`config.mk`:
```
export PLATFORM = sky130hd
export DESIGN_NAME = writeback_arbiter
export DESIGN_NICKNAME = d
export VERILOG_FILES = /design/src/rtl/writeback_arbiter.sv
export SDC_FILE = /design/constraint.sdc
export NUM_CORES = 1
export LEC_CHECK = 0
export ABC_CLOCK_PERIOD_IN_PS = 7000
export CORE_MARGIN = 5
export CORE_UTILIZATION = 65
export CTS_CLUSTER_SIZE = 20
export DETAILED_ROUTE_END_ITERATION = 12
export DONT_BUFFER_PORTS = 1
export HOLD_SLACK_MARGIN = 0.12
export PLACE_DENSITY_LB_ADDON = 0.1
export SLEW_MARGIN = 40
export SYNTH_ARGS = -nofsm -noshare
export SYNTH_HDL_FRONTEND = slang
export SYNTH_SLANG_ARGS = --single-unit
```
`constraint.sdc`:
```
create_clock -name clk -period 7 [get_ports clk]
set_input_delay 0.7 -clock clk [delete_from_list [all_inputs] [get_ports clk]]
set_output_delay 0.7 -clock clk [all_outputs]
set_load 0.02 [all_outputs]
```
`src/rtl/writeback_arbiter.sv`:
```
// writeback_arbiter: shares the register-file write port between the in-order
// pipeline writeback and a buffered long-latency result stream. A starvation
// counter forces a one-cycle pipeline stall to drain the buffer. A 32-bit
// scoreboard tracks registers with long-latency results still outstanding.
// Optional feature: define WB_ARB_BYPASS_EN to let a long-latency result skip
// the FIFO when the port is otherwise idle and the FIFO is empty.
module writeback_arbiter #(
    parameter int DEPTH        = 2,
    parameter int STARVE_LIMIT = 4
) (
    input  logic        clk,
    input  logic        rst_n,
    input  logic        pipe_valid,
    input  logic [4:0]  pipe_rd,
    input  logic [31:0] pipe_data,
    output logic        pipe_stall,
    input  logic        ll_valid,
    output logic        ll_ready,
    input  logic [4:0]  ll_rd,
    input  logic [31:0] ll_data,
    input  logic        issue_valid,
    input  logic [4:0]  issue_rd,
    output logic        rf_we,
    output logic [4:0]  rf_waddr,
    output logic [31:0] rf_wdata,
    output logic [31:0] busy_mask
);

    localparam int AW = (DEPTH > 1) ? $clog2(DEPTH) : 1;
    localparam int CW = $clog2(STARVE_LIMIT + 1);
    localparam logic [AW:0]   FULL_CNT  = (AW + 1)'(DEPTH);
    localparam logic [CW-1:0] LIMIT_CNT = CW'(STARVE_LIMIT);

    typedef enum logic {NORMAL, FORCE} state_t;

    typedef struct packed {
        logic [4:0]  rd;
        logic [31:0] data;
    } entry_t;

    state_t        state_q, state_d;
    logic [CW-1:0] starve_q, starve_d;
    logic [AW-1:0] rd_ptr_q, rd_ptr_d;
    logic [AW-1:0] wr_ptr_q, wr_ptr_d;
    logic [AW:0]   count_q, count_d;
    logic          rf_we_q, rf_we_d;
    logic [4:0]    rf_waddr_q, rf_waddr_d;
    logic [31:0]   rf_wdata_q, rf_wdata_d;
    logic [31:0]   busy_q, busy_d;
    entry_t        fifo_q [DEPTH];

    logic   empty, full;
    logic   push, pop, bypass, grant, buf_grant;
    entry_t head, win;

    assign empty      = (count_q == '0);
    assign full       = (count_q == FULL_CNT);
    assign ll_ready   = !full;
    assign head       = fifo_q[rd_ptr_q];
    assign pipe_stall = (state_q == FORCE);
    assign rf_we      = rf_we_q;
    assign rf_waddr   = rf_waddr_q;
    assign rf_wdata   = rf_wdata_q;
    assign busy_mask  = busy_q;

    // Arbitration, FIFO bookkeeping, scoreboard and next write-port values.
    always_comb begin
        state_d    = state_q;
        starve_d   = starve_q;
        rd_ptr_d   = rd_ptr_q;
        wr_ptr_d   = wr_ptr_q;
        count_d    = count_q;
        busy_d     = busy_q;
        rf_we_d    = 1'b0;
        rf_waddr_d = rf_waddr_q;
        rf_wdata_d = rf_wdata_q;
        pop        = 1'b0;
        bypass     = 1'b0;
        grant      = 1'b0;
        buf_grant  = 1'b0;
        win        = '0;

        case (state_q)
            FORCE: begin
                // Pipeline is stalled; the buffer owns the port this cycle.
                if (!empty) begin
                    pop       = 1'b1;
                    grant     = 1'b1;
                    buf_grant = 1'b1;
                    win       = head;
                end
                starve_d = '0;
                state_d  = NORMAL;
            end
            default: begin
                if (pipe_valid) begin
                    grant = 1'b1;
                    win   = '{rd: pipe_rd, data: pipe_data};
                    if (!empty) begin
                        starve_d = starve_q + 1'b1;
                        if (starve_d == LIMIT_CNT) state_d = FORCE;
                    end else begin
                        starve_d = '0;
                    end
                end else if (!empty) begin
                    pop       = 1'b1;
                    grant     = 1'b1;
                    buf_grant = 1'b1;
                    win       = head;
                    starve_d  = '0;
                end else begin
                    starve_d = '0;
`ifdef WB_ARB_BYPASS_EN
                    // Idle port and empty FIFO: write the result straight through.
                    if (ll_valid) begin
                        bypass    = 1'b1;
                        grant     = 1'b1;
                        buf_grant = 1'b1;
                        win       = '{rd: ll_rd, data: ll_data};
                    end
`endif
                end
            end
        endcase

        // Push decision uses pre-pop occupancy: a full FIFO never accepts.
        push = ll_valid && !full && !bypass;

        if (push) wr_ptr_d = wr_ptr_q + 1'b1;
        if (pop)  rd_ptr_d = rd_ptr_q + 1'b1;
        if (push && !pop)      count_d = count_q + 1'b1;
        else if (!push && pop) count_d = count_q - 1'b1;

        // Clear first so a same-cycle issue to the same register wins.
        if (buf_grant) busy_d[win.rd] = 1'b0;
        if (issue_valid && (issue_rd != 5'd0)) busy_d[issue_rd] = 1'b1;

        // x0 grants still consume their slot but never write.
        if (grant) begin
            rf_we_d    = (win.rd != 5'd0);
            rf_waddr_d = win.rd;
            rf_wdata_d = win.data;
        end
    end

    // Control state, pointers, scoreboard and registered write port.
    always_ff @(posedge clk) begin
        if (!rst_n) begin
            state_q    <= NORMAL;
            starve_q   <= '0;
            rd_ptr_q   <= '0;
            wr_ptr_q   <= '0;
            count_q    <= '0;
            busy_q     <= '0;
            rf_we_q    <= 1'b0;
            rf_waddr_q <= '0;
            rf_wdata_q <= '0;
        end else begin
            state_q    <= state_d;
            starve_q   <= starve_d;
            rd_ptr_q   <= rd_ptr_d;
            wr_ptr_q   <= wr_ptr_d;
            count_q    <= count_d;
            busy_q     <= busy_d;
            rf_we_q    <= rf_we_d;
            rf_waddr_q <= rf_waddr_d;
            rf_wdata_q <= rf_wdata_d;
        end
    end

    // FIFO storage; contents are only meaningful under the valid count.
    always_ff @(posedge clk) begin
        if (push) fifo_q[wr_ptr_q] <= '{rd: ll_rd, data: ll_data};
    end

endmodule

```
# == After elaboration in Yosys (flattened, before gate mapping) ==
# Memories as Yosys holds them, arrays and structs flattened. A register that Yosys moved wholly into a read port is not among the register bits.
# Cells that the tools add are included.
# op_classes
add_sub_neg,5
mul,0
n_div,0
order_cmp,4
n_eq_ne,2
n_shift,0
mux,21
bitwise,5
n_reduce_logical,15
# op_table
cell,count
two-way mux 37 bit,3
two-way mux 32 bit,2
bitwise AND 32 bit,1
NOT 32 bit,1
OR 32 bit,1
< comparator 5 x 6 -> 1 bit (second input constant),2
two-way mux 1 bit,12
demux 1 bit (select 5 bit),2
greater-or-equal comparator 5 x 1 -> 1 bit (second input constant),2
nonzero test 5 bit,2
logical AND 1 bit,6
two-way mux 2 bit,2
OR reduction 4 bit,1
adder 3 x 1 -> 3 bit (second input constant),1
== test 3 bit (second input constant),1
zero test 1 bit,3
adder 1 bit (second input constant),2
adder 2 x 1 -> 2 bit (second input constant),1
== test 2 bit (second input constant),1
zero test 2 bit,1
NOT 1 bit,2
AND reduction 2 bit,1
nonzero test 2 bit,1
subtractor 2 x 1 -> 2 bit (second input constant),1
# word_totals
reg_bits,78
latch_bits,0
ramBits,74
romBits,0
inputBits,84
output_inout_bits,72
word_cells,62
mem_count,1
# memory_table
memory,words,width,read_ports,rd_clocked_by_memory_dff,write_ports,line,rtl
fifo_q,2,37,1,1,1,50,entry_t fifo_q [DEPTH];

# == Depth between registers and ports, before layout ==
# Gate-level depths: netlist (run 1).
# logic_depth
ltp_word,13
depth_mapped,8
depth_no_buf,7

# == Worst setup path after synthesis (run 1) ==
# Ideal clock, no wire load.
# synth_timing
path_type,reg2reg
from,reg count_q[0]
to,mem fifo_q[0][0] in the netlist's numbering (enable)
setup_ns,0.431
arrival_time_ns,2.362
required_time_ns,6.569
slack_ns,4.207
stages_incl_launch_ff,4
path_buffers,0
period_less_slack_ns,2.793
cell_sequence,dfxtp_1 -> nand2b_1 -> nand2_1 -> nor2_1
# synth_between
elab_chain_cells,5
# synth_rtl
element,line,rtl
"start, declared",45,"logic [AW:0] count_q, count_d;"
"start signal, assigned",163,count_q <= count_d;
== test 2 bit,57,assign full = (count_q == FULL_CNT);
zero test 1 bit,-,
named net ll_ready,18,"output logic ll_ready,"
logical AND 1 bit,127,push = ll_valid && !full && !bypass;
two-way mux 1 bit,173,"if (push) fifo_q[wr_ptr_q] <= '{rd: ll_rd, data: ll_data};"
two-way mux 1 bit (implied by the code),173,
"end, declared",50,
# The timed path passes the listed nets, and every way through them passes these cells.

# == Final worst setup path (run 1) ==
# layout_timing
from,reg count_q[0]
to,reg count_q[1]
# layout_between
elab_chain_cells,7
word_cells_on_any_way,16
classes_between,2 x add/sub; 1 x eq/ne; 5 x mux; 8 x reduce/logical
# layout_rtl
element,line,rtl
zero test 2 bit,56,assign empty = (count_q == '0);
two-way mux 1 bit,"86, 105",
two-way mux 1 bit,96,if (pipe_valid) begin
two-way mux 1 bit,83,case (state_q)
zero test 1 bit,131,if (push && !pop) count_d = count_q + 1'b1;
logical AND 1 bit,131,
two-way mux 2 bit or nonzero test 2 bit (tied branches),-,
# Several ways; a longest one is shown, not always the timed one. The select of a mux whose other input is x is not followed.
# A chain may end at the register's enable or synchronous reset.

==> results summary, run 1 <==
STA puts the critical path data required time at ~7500 ps. The final route contains 4026 vias. Yosys printed 0 warnings. The fraction of final layout cells sized beyond drive strength 1 is 12.0%. The logic depth of the worst path, buffers included came out at 5. Of the total power, combinational logic draws 21.7%. The worst setup slack for register-to-register paths came out at 4820 ps. Walking the worst path, the cells encountered are or2_1 > nand2_1 > ha_1 > or3_1 > a21oi_1. The async set or reset register ratio after synthesis is 0%. The run finished with clean final reports. The post-cts sizing count is 0.

The endpoint identified for the worst register-to-register timing path is count_q[1]. Among all flip-flop cells after synthesis, the most frequent one is sky130_fd_sc_hd__dfxtp_1. The critical path launch point type is a flip-flop. The startpoint of the worst register-to-register path is count_q[0]. The total leakage power is approximately 0.0025 uW. The fraction of power consumed by the clock network came out at 33.2%.

The global-route wire length before repair came out at 21.1 mm. The total wire length came out at 13.4 mm. After synthesis the netlist holds a flip-flop and latch count of 153.

TritonCTS built the clock tree. The final-report max-slew violation count came out at 0. Setup repair after global routing left no endpoint under its margin. The worst setup path is captured at a flip-flop. The number of top-level design ports is 156.

The delay of the slowest cell on the worst path is between 500 and 600 ps. The number of buffers between clock root and the deepest sink came out at 2. The number of standard cells after synthesis is 541. Across the VDD grid, the largest voltage drop is 270 uV. The path class of the tightest hold or removal check is input pin to flip-flop. The detailed-route wire length per cell came out at between 15 and 20 um. The clock input transition at the sequential cells of the worst setup and hold paths is roughly 70 ps. The layout overhead on the synthesized area came out at 10.3%.

Summed over all failing endpoints, the final setup total negative slack is 0 ps. In this run the tightest slew margin relative to its limit is 47.3%. The post-synthesis net count is between 600 and 700.

The highest clock frequency the design can meet came out at around 460 MHz. The number of global-route vias before repair came to 4134. The global routing usage on met3 is about a tenth. Counting I/O delays and the setup requirement, the final critical path takes roughly 2200 ps. The sequential power share came out at 45.1%. Clock tree synthesis selected as its root buffer the cell sky130_fd_sc_hd__clkbuf_8. The number of cells traversed by the worst register-to-register path is 5. The netlist uses 46 different library cells. The maximum number of pins on one net before global-route repair came out at 78. The initialized floorplan defines 35 standard-cell rows. The reported max-cap violation count is 0.

The fraction of the core area covered by cells at the end of the flow came out at 73.7%. The critical path is of the flip-flop to flip-flop type. The effective utilization at floorplan came out at 66.8%. The clock latency of the later-clocked register in the worst-skew pair is 510 ps. The met1 layer usage reported by global route came out at 25.1%. Summed over all nets, the switching power comes to 871 uW. The maximum level of the CTS H-tree is 4. The data arrival time at the worst-slack endpoint came out at 2620 ps. Cell internal power was estimated by the tool at approximately 1800 uW. The critical path launch point is count_q[0]. The summed instance area of the synthesized netlist came out at 6170 um2. The cell family contributing the most delay on the critical path is simple AND/OR/NAND/NOR gates. The number of enable flip-flop cells after synthesis is 74. Sequential cells were found to cover 61.7% of the synthesized design area. The largest fanout of any net on the critical path came out at 14. The initial detailed-routing violation count came out at 279.

The final clock period utilization by the worst path is 31.1%. The die span in x is 107 um. The worst hold slack after final layout came out at 277 ps. The largest individual stage delay along the critical path comes from the cell sky130_fd_sc_hd__or2_1. The number of clock sinks came out at 153.

The weighted congestion at the end of routability-driven global placement came out at between 0.8 and 0.9. The met2 track demand over resource came out at a little over two fifths. The detailed-routing iteration count for the pre-antenna-repair pass came out at 5. After detailed routing, the number of vias per cell comes to 5.93.

The hold buffer count at CTS came out at 0. The global-route usage over all layers came out at about a quarter. Once detail routing completed, the nets flagged for antenna violations numbered 0.

The die area is 11500 um2. Together, buffers and inverters on the worst path number 0. Summed over all layers, the global routing overflow is 0.

The estimated wirelength of the detail-placed design is roughly 9.1 mm. The transition time of the tightest slew-check pin is 790 ps. The clock skew after layout is 10.8 ps. The endpoint of the most critical setup path is count_q[1]. The final layout contains around 620 nets. The initial antenna violation count is 0. The average footprint of a synthesized cell came out at 11.4 um2. The detailed-route DRC error count is 0. The layer flagged by global routing as most heavily used is met2. The number of buffers added for setup after CTS is 0. The TritonCTS buffer count is 17. The power density over the cells came out at 386 nW/um2. The floorplan step defined a core boundary enclosing 9240 um2. The number of hold violations in the final report is 0. The final antenna diode count came out at 0.

In this run switching power makes up 33.2% of total power. The count of final setup violators is 0. The overall die height is about 110 um. Fill cells in the final layout number 621. Input and output buffers added on the ports amount to 0.
[cells in the mapped netlist, drive strengths merged (2+ instances only)]
cell     number  area [um2]
xor2          4        35.0
clkbuf        8        30.0
nand2       105         394
mux2          3        37.5
dfxtp        79        1580
nor3b         6        66.3
o211ai       31         233
edfxtp       74        2220
nor3          5        30.0
nand2b        2        12.5
and3          4        25.0
a21oi        38         190
inv           3        11.3
ha            3        37.5
o21ai        39         195
o2111ai       8         120
nor4          3        25.0
buf          21         169
nand4         4        43.8
nor2         48         180
mux2i        37         387
and3b         5        43.8
[power by group through the flow]
stage	clock network (uW)	registers [uW]	logic [uW]
final	873	1180	568
after global routing	927	1190	638
after CTS	880	1180	575
after detailed placement	0	1200	571
after global placement	0	1200	538
after floorplan	0	1180	506
[logic make-up (layout without fill, tap and decap cells)]
logic type / Yosys count / in the layout / synth area share (%)
compound gates: 119 / 119 / 12.7
mux: 40 / 40 / 6.88
fa+ha+maj: 3 / 3 / 0.609
flops: 153 / 153 / 61.7
xor+xnor: 5 / 5 / 0.710
simple gates: 189 / 189 / 14.1
buf+inv: 32 / 41 / 3.41
[worst min-delay path by stage]
stage,start,end,slack (ps),cells after the start
final,ll_data[7],fifo_q[0][7],280,0
after global placement,starve_q[0],starve_q[0],450,1
after floorplan,starve_q[0],starve_q[0],440,1
after global routing,ll_data[5],fifo_q[0][5],240,0
after CTS,ll_data[23],fifo_q[0][23],260,0
after detailed placement,starve_q[0],starve_q[0],480,1
[routing by layer]
layer	vias up	part of all wire (%)	wire, um
met3	12	9.8	1320
li1	1933	-	-
met2	160	53	7060
met5	-	0	0
met1	1921	36	4870
met4	0	1.2	162
[layout by cell type (no fill, tap or decap), types with 3 or more instances in the layout]
cell,netlist,layout
sky130_fd_sc_hd__a21oi_1,38,38
sky130_fd_sc_hd__and3_1,4,3
sky130_fd_sc_hd__and3b_1,5,5
sky130_fd_sc_hd__buf_4,7,3
sky130_fd_sc_hd__clkbuf_16,0,16
sky130_fd_sc_hd__dfxtp_1,79,78
sky130_fd_sc_hd__edfxtp_1,74,74
sky130_fd_sc_hd__ha_1,3,3
sky130_fd_sc_hd__inv_6,0,6
sky130_fd_sc_hd__inv_8,0,4
sky130_fd_sc_hd__mux2i_1,35,35
sky130_fd_sc_hd__nand2_1,105,105
sky130_fd_sc_hd__nand4_2,3,3
sky130_fd_sc_hd__nor2_1,48,45
sky130_fd_sc_hd__nor3_1,4,3
sky130_fd_sc_hd__nor3b_1,3,3
sky130_fd_sc_hd__o2111ai_2,8,8
sky130_fd_sc_hd__o211ai_1,31,31
sky130_fd_sc_hd__o21ai_1,37,37
sky130_fd_sc_hd__xor2_1,4,4
[metrics by stage]
stage / instance area [um2] / std cells / setup slack, ps / total power (uW)
floorplan: 6170 / 541 / 4210 / 1690
global placement: 6180 / 645 / 4630 / 1740
detailed placement: 6230 / 647 / 4540 / 1770
CTS: 6800 / 679 / 4680 / 2640
global route: 6810 / 679 / 4680 / 2760
finish: 6810 / 679 / 4820 / 2630
[final cells by class]
type,instances,area (um2),area share (%)
Clock buffer,17,414,6.08
Clock inverter,15,154,2.26
Inverter,3,11.3,0.165
Multi-Input combinational cell,356,2180,32.1
Sequential cell,153,3800,55.9
Tap cell,129,161,2.37
Timing Repair Buffer,6,76.3,1.12
[flip-flops by register name, indices dropped and copies added (netlist names), named ones only]
signal and flops:
rf_we 1, pipe_stall 1, busy_mask 32, starve_q 3, rf_wdata 32, fifo_q 74
rd_ptr_q 1, count_q 2, rf_waddr 5, wr_ptr_q 1
Note: power is estimated with default switching activity, not from simulation.
==> run 2, diff against run 1 <==
Settings changed: ABC_CLOCK_PERIOD_IN_PS 7000 to 1900, CORE_UTILIZATION 65 to 57.
Clock period 7 ns to 1.9 ns, I/O delays scaled along.
==> results summary, run 2 (synthesized netlist as in run 1, its figures left out) <==
The estimated wirelength of the detail-placed design is 9.54 mm (+5.1%). The count of final setup violators is 0 (unchanged). The number of clock sinks is 153 (unchanged). The library cell used most frequently in the layout, excluding fill and tap cells, is sky130_fd_sc_hd__nand2_1. The detailed-route wire length per cell is 19.6 um (-0.76%).

The minimum clock period came out at 1890 ps. In this run the critical register-to-register path is launched from count_q[0]. The sum of negative setup slack came out at 0 ps (unchanged).

The flip-flop count of the largest register after layout came out at 74 (unchanged). The number of hold violations in the final report came out at 0 (unchanged). The reported max-cap violation count came out at 0 (unchanged).

The final clock period utilization by the worst path is between 90 and 100%. The register with the most flip-flops is fifo_q. The kind of critical path is input pin to flip-flop. The maximum number of pins on one net before global-route repair came to 44 (-44%).

The TritonCTS buffer count came out at 17 (unchanged). The initial detailed-routing violation count came to 266 (-4.7%). The worst setup timing slack at the placement stage is 129 ps (-4410 ps). The die area is 13000 um2 (+13%). The global-route usage over all layers came out at 24.2% (+0.49 points).

The worst setup slack for register-to-register paths is 80 ps (-4740 ps). The class of the most critical hold timing path is input pin to flip-flop. The layout overhead on the synthesized area came out at 27.6%. On the critical path, the stage with the largest delay is an instance of sky130_fd_sc_hd__dlygate4sd3_1. The number of buffers and inverters on the critical path came out at 3 (+3).

The required time at the endpoint of the critical path is 2380 ps (-5070 ps). The clock latency of the later-clocked register in the worst-skew pair is 540 ps (+30 ps). The count of cells along the worst hold path is 1 (+1).

The highest clock frequency the design can meet came out at 529 MHz. The number of buffers between clock root and the deepest sink is 2 (unchanged). The overall die height came out at 114 um (+6.2%). The worst hold slack after final layout is 310 ps (+33.2 ps). The clock skew after layout was 11.2 ps (+0.435 ps). The capturing element type of the critical path is a flip-flop. Clock tree synthesis selected as its root buffer the cell sky130_fd_sc_hd__clkbuf_8. The number of nets in the layout came to 726 (+16%).

TritonCTS built the clock tree. The post-detailed-route via-to-cell ratio came out at 5.72 (-3.5%). The weighted congestion at the end of routability-driven global placement was 0.838 (+1.6%). The worst register-to-register path ends at rf_waddr[2]. The relative slew slack came to 60.4% (+13 points). The antenna violation net count after detailed routing came out at 0 (unchanged). The core region area is 10700 um2 (+16%). The maximum ir drop on the vdd rail is 888 uV (+230%). In the layout the commonest cells are sky130_fd_sc_hd__nand2_1 (105), sky130_fd_sc_hd__dlygate4sd3_1 (88), sky130_fd_sc_hd__dfxtp_1 (78). The total wire length is 15.6 mm (+16%). The area used by sequential logic in the layout came out at 3810 um2 (about the same). The routed via count is 4544 (+13%). The number of global-route vias before repair came out at 4783 (+16%). The global-route wire length before repair is 24.3 mm (+15%). The delay of the slowest cell on the worst path is 600 ps (+20 ps). Setup repair after global routing left no endpoint under its margin. The power density over the cells is 1270 nW/um2 (+230%).

The number of fill cells is 733 (+18%). The fraction of final layout cells sized beyond drive strength 1 is 11.3% (-0.65 points). The largest fanout of any net on the critical path is 37 (+23).

The number of top-level design ports is 156 (unchanged). The data arrival time at the worst-slack endpoint is 2370 ps (-250 ps). The family with the most delay on the worst path is buffers and inverters. The total global routing overflow came out at 0 (unchanged). The maximum level of the CTS H-tree came to 4 (unchanged).

The run finished with clean final reports. The initial antenna violation count is 2 (+2). The number of cells traversed by the worst register-to-register path is 6 (+1). The worst setup path is launched from an input pin. The clock input transition at the sequential cells of the worst setup and hold paths is 60 ps (about the same).

The multi-input combinational cell area is 2180 um2 (-0.29%). The detailed-routing iteration count for the pre-antenna-repair pass came out at 5 (unchanged). The number of I/O port buffers is 0 (unchanged).

The path with the worst hold slack has its endpoint at fifo_q[0][15]. The total leakage power came to 0.00296 uW (+19%). The die span in x is 114 um (+6.2%). The number of placement rows is 38 (+8.6%).

The least setup slack across all paths after layout is 11.0 ps (-4810 ps). The transition time of the tightest slew-check pin came out at 591 ps (-199 ps). In this run the most critical hold path is launched from ll_data[15]. The final-report max-slew violation count came out at 0 (unchanged).

Traced cell by cell, the critical path runs through dlygate4sd3_1 > buf_12 > nand3_1 > nor2_1 > nand2_1 > dlygate4sd3_1 > nand2_1. The effective utilization at floorplan came to 57.4% (-9.4 points). The detailed-route DRC error count came out at 0 (unchanged).
run 2: changes by cell type in the layout (fill, tap and decap cells not counted), sizes merged:
| cell | previous run | this run |
|---|---|---|
| dlygate4sd3 | 0 | 88 |
| buf | 6 | 19 |
| clkbuf | 17 | 27 |
| inv | 13 | 5 |
| diode | 0 | 2 |
| clkinvlp | 1 | 0 |
run 2: layout make-up:
class,count,area share (%)
flip-flops and latches,153,48.4
multi-input cells,356,27.7
repair buffers,108,14.2
clock buffers,26,6.61
well taps,140,2.22
clock inverters,6,0.731
inverters,3,0.143
diodes,2,0.0636
run 2: worst max path at each step:
stage | slack (ps) | from | end | cells past startpoint
6_report | 10 | rst_n | busy_mask[14] | 7
5_1_grt | 0.6 | count_q[0] | rf_waddr[2] | 6
4_1_cts | 40 | flip-flop | rf_waddr[2] | 5
3_5_place_dp | 130 | flip-flop | busy_mask[26] | 5
3_3_place_gp | 170 | flip-flop | busy_mask[14] | 5
2_1_floorplan | 60 | pipe_stall | count_q[1] | 7
run 2: repair_timing:
item | in CTS | in global routing
hold buffers | 89 | 0
endpoints found under the setup margin | 0 | 5
endpoints found under the hold margin | 154 | 0
setup buffers | 0 | 1
resized for setup | 0 | 4
run 2: power by group:
group          switching, uW  total [uW]  internal [uW]
combinational           1440        2360            927
clock                   1260        3250           2000
sequential               472        4420           3940
total                   3170       10000           6870
run 2: metal layers:
| layer | GRT usage [%] | part of all wire, % | vias up |
|---|---|---|---|
| li1 | - | - | 2146 |
| met1 | 26.0 | 37 | 2176 |
| met2 | 42.9 | 52 | 182 |
| met3 | 8.75 | 8.3 | 40 |
| met4 | 10.3 | 2.8 | 0 |
| met5 | 0 | 0 | - |
run 2: through the flow:
| stage | std cells | power, uW | utilization [%] | cell area (um2) |
|---|---|---|---|---|
| 2_1_floorplan | 541 | 6220 | - | 6180 |
| 3_3_place_gp | 669 | 6560 | 59.0 | 6340 |
| 3_5_place_dp | 669 | 6620 | 59.0 | 6340 |
| 4_1_cts | 790 | 10000 | 72.8 | 7820 |
| 5_1_grt | 794 | 10500 | 73.3 | 7870 |
| 6_report | 794 | 10000 | 73.3 | 7870 |
==> variant, RTL diff (config.mk and constraints of run 2) <==
`rf_wdata_q` no longer has a reset.
--- a/src/rtl/writeback_arbiter.sv
+++ b/src/rtl/writeback_arbiter.sv
@@ -154,7 +154,6 @@
             busy_q     <= '0;
             rf_we_q    <= 1'b0;
             rf_waddr_q <= '0;
-            rf_wdata_q <= '0;
         end else begin
             state_q    <= state_d;
             starve_q   <= starve_d;
@@ -164,8 +163,11 @@
             busy_q     <= busy_d;
             rf_we_q    <= rf_we_d;
             rf_waddr_q <= rf_waddr_d;
-            rf_wdata_q <= rf_wdata_d;
         end
+    end
+
+    always_ff @(posedge clk) begin
+        rf_wdata_q <= rf_wdata_d;
     end
 
     // FIFO storage; contents are only meaningful under the valid count.
Function: changed (Yosys sat finds a counterexample within 4 cycles, from zero or initial values and one cycle with rst_n low).
==> variant against run 2 <==
Final area is essentially flat. Register-to-register slack worse by 40 ps. Area after synthesis decreased by 2.4%. Setup slack gained 34 ps. Total power rose by 0.14%. Sequential cell count unchanged. Wire length decreased by 3.9%. Final cell count is 9.1% lower. Global-route usage down 0.40 points. Critical endpoint is now busy_mask[29].
==> variant: results (changes against run 2) <==
[status]
status = completed

[clock_tree]
insertion_delay_ps = 520  ; -20 ps

[placed_design]
globalplace.congestion = 0.822  ; -1.9%
post-place-ws_ps = 12.9  ; -116 ps
place_inst = 601  ; -10%
hpwlAfterDp_um = 9680  ; +1.5%
place_area_mm2 = 0.00636  ; +0.36%

[routing]
dr_total_vias = 4239  ; -6.7%

[critical_path]
crit_family = simple AND/OR/NAND/NOR gates
crit_slowest_cell = or4_4
slowest_delay_ps = 540  ; -60 ps
cp_max_fo = 6  ; -84%

[grt]
grt_use_total_pct = 23.8  ; -0.40 points
met3_usage_pct = 8.56  ; -0.20 points
grt_use_met2_pct = 41.4  ; -1.5 points
use_met1_pct = 26.7  ; +0.72 points

[synth]
synthCells = 460  ; -15%
syn-num-nets = 547  ; -13%
ys_types = 42  ; -8.7%
yosysSeqAreaShare_pct = 68.5  ; +6.8 points
synthFlopType = edfxtp_1
yosys-top-cells-area = edfxtp_1, dfxtp_1, mux2i_1

[cells_and_area]
n_fill_cell = 605  ; -17%
drive_gt1_share_pct = 13.0  ; +1.6 points
antenna_cells_inserted = 0  ; -2

[sta]
fin_skew_ps = 5.47  ; -5.75 ps

[pwr]
p_leak_nw = 2.82  ; -4.5%

## variant: power by group
part	total, mW	internal (mW)	leakage (nW)	switching [mW]
Clock	3.19	1.95	0.281	1.23
Sequential	4.90	4.28	1.41	0.621
Combinational	1.96	0.821	1.13	1.14
Total	10.0	7.05	2.82	2.99
## variant: cells by family (layout without fill, tap and decap cells)
kind of cell | Yosys count | in the layout | share of synthesized area, %
flops | 153 | 153 | 68.5
simple gates | 130 | 130 | 10.4
compound gates | 107 | 107 | 11.8
mux | 37 | 37 | 6.17
buf+inv | 26 | 152 | 1.87
xor+xnor | 4 | 4 | 0.582
fa+ha+maj | 3 | 3 | 0.624
## variant: layer usage
layer | part of all wire [%] | up-vias
met5 | 0 | -
met2 | 52 | 180
met4 | 2.4 | 0
met3 | 7.7 | 35
met1 | 38 | 2063
li1 | - | 1961
## variant: cell type report
class	instances	area [um2]	area share (%)
clock buffer	26	509	6.47
sequential	153	4130	52.5
tap	136	170	2.16
clock inverter	6	61.3	0.779
inverter	5	18.8	0.238
multi-input combinational	281	1830	23.2
timing repair buffer	115	1150	14.6
## variant: worst reg2reg max path, delay by kind of cell (launching register included)
| kind | cells | cell delay, ps |
|---|---|---|
| simple gates | 3 | 740 |
| compound gates | 2 | 600 |
| flops | 1 | 410 |
## variant: what timing repair did
action	in CTS	in global routing
cloned	0	0
hold endpoints to repair	163	0
gates resized for setup	3	7
hold buffers	88	0
setup endpoints to repair	4	19
setup buffers	0	1
pin swaps	0	1
## variant: final timing paths
kind	from	end	depth (start not counted)	slack, ps
max	pipe_stall	busy_mask[29]	5	40
min	pipe_rd[3]	busy_mask[13]	4	180
max reg2reg	pipe_stall	busy_mask[29]	5	40
min reg2reg	starve_q[0]	starve_q[0]	1	450
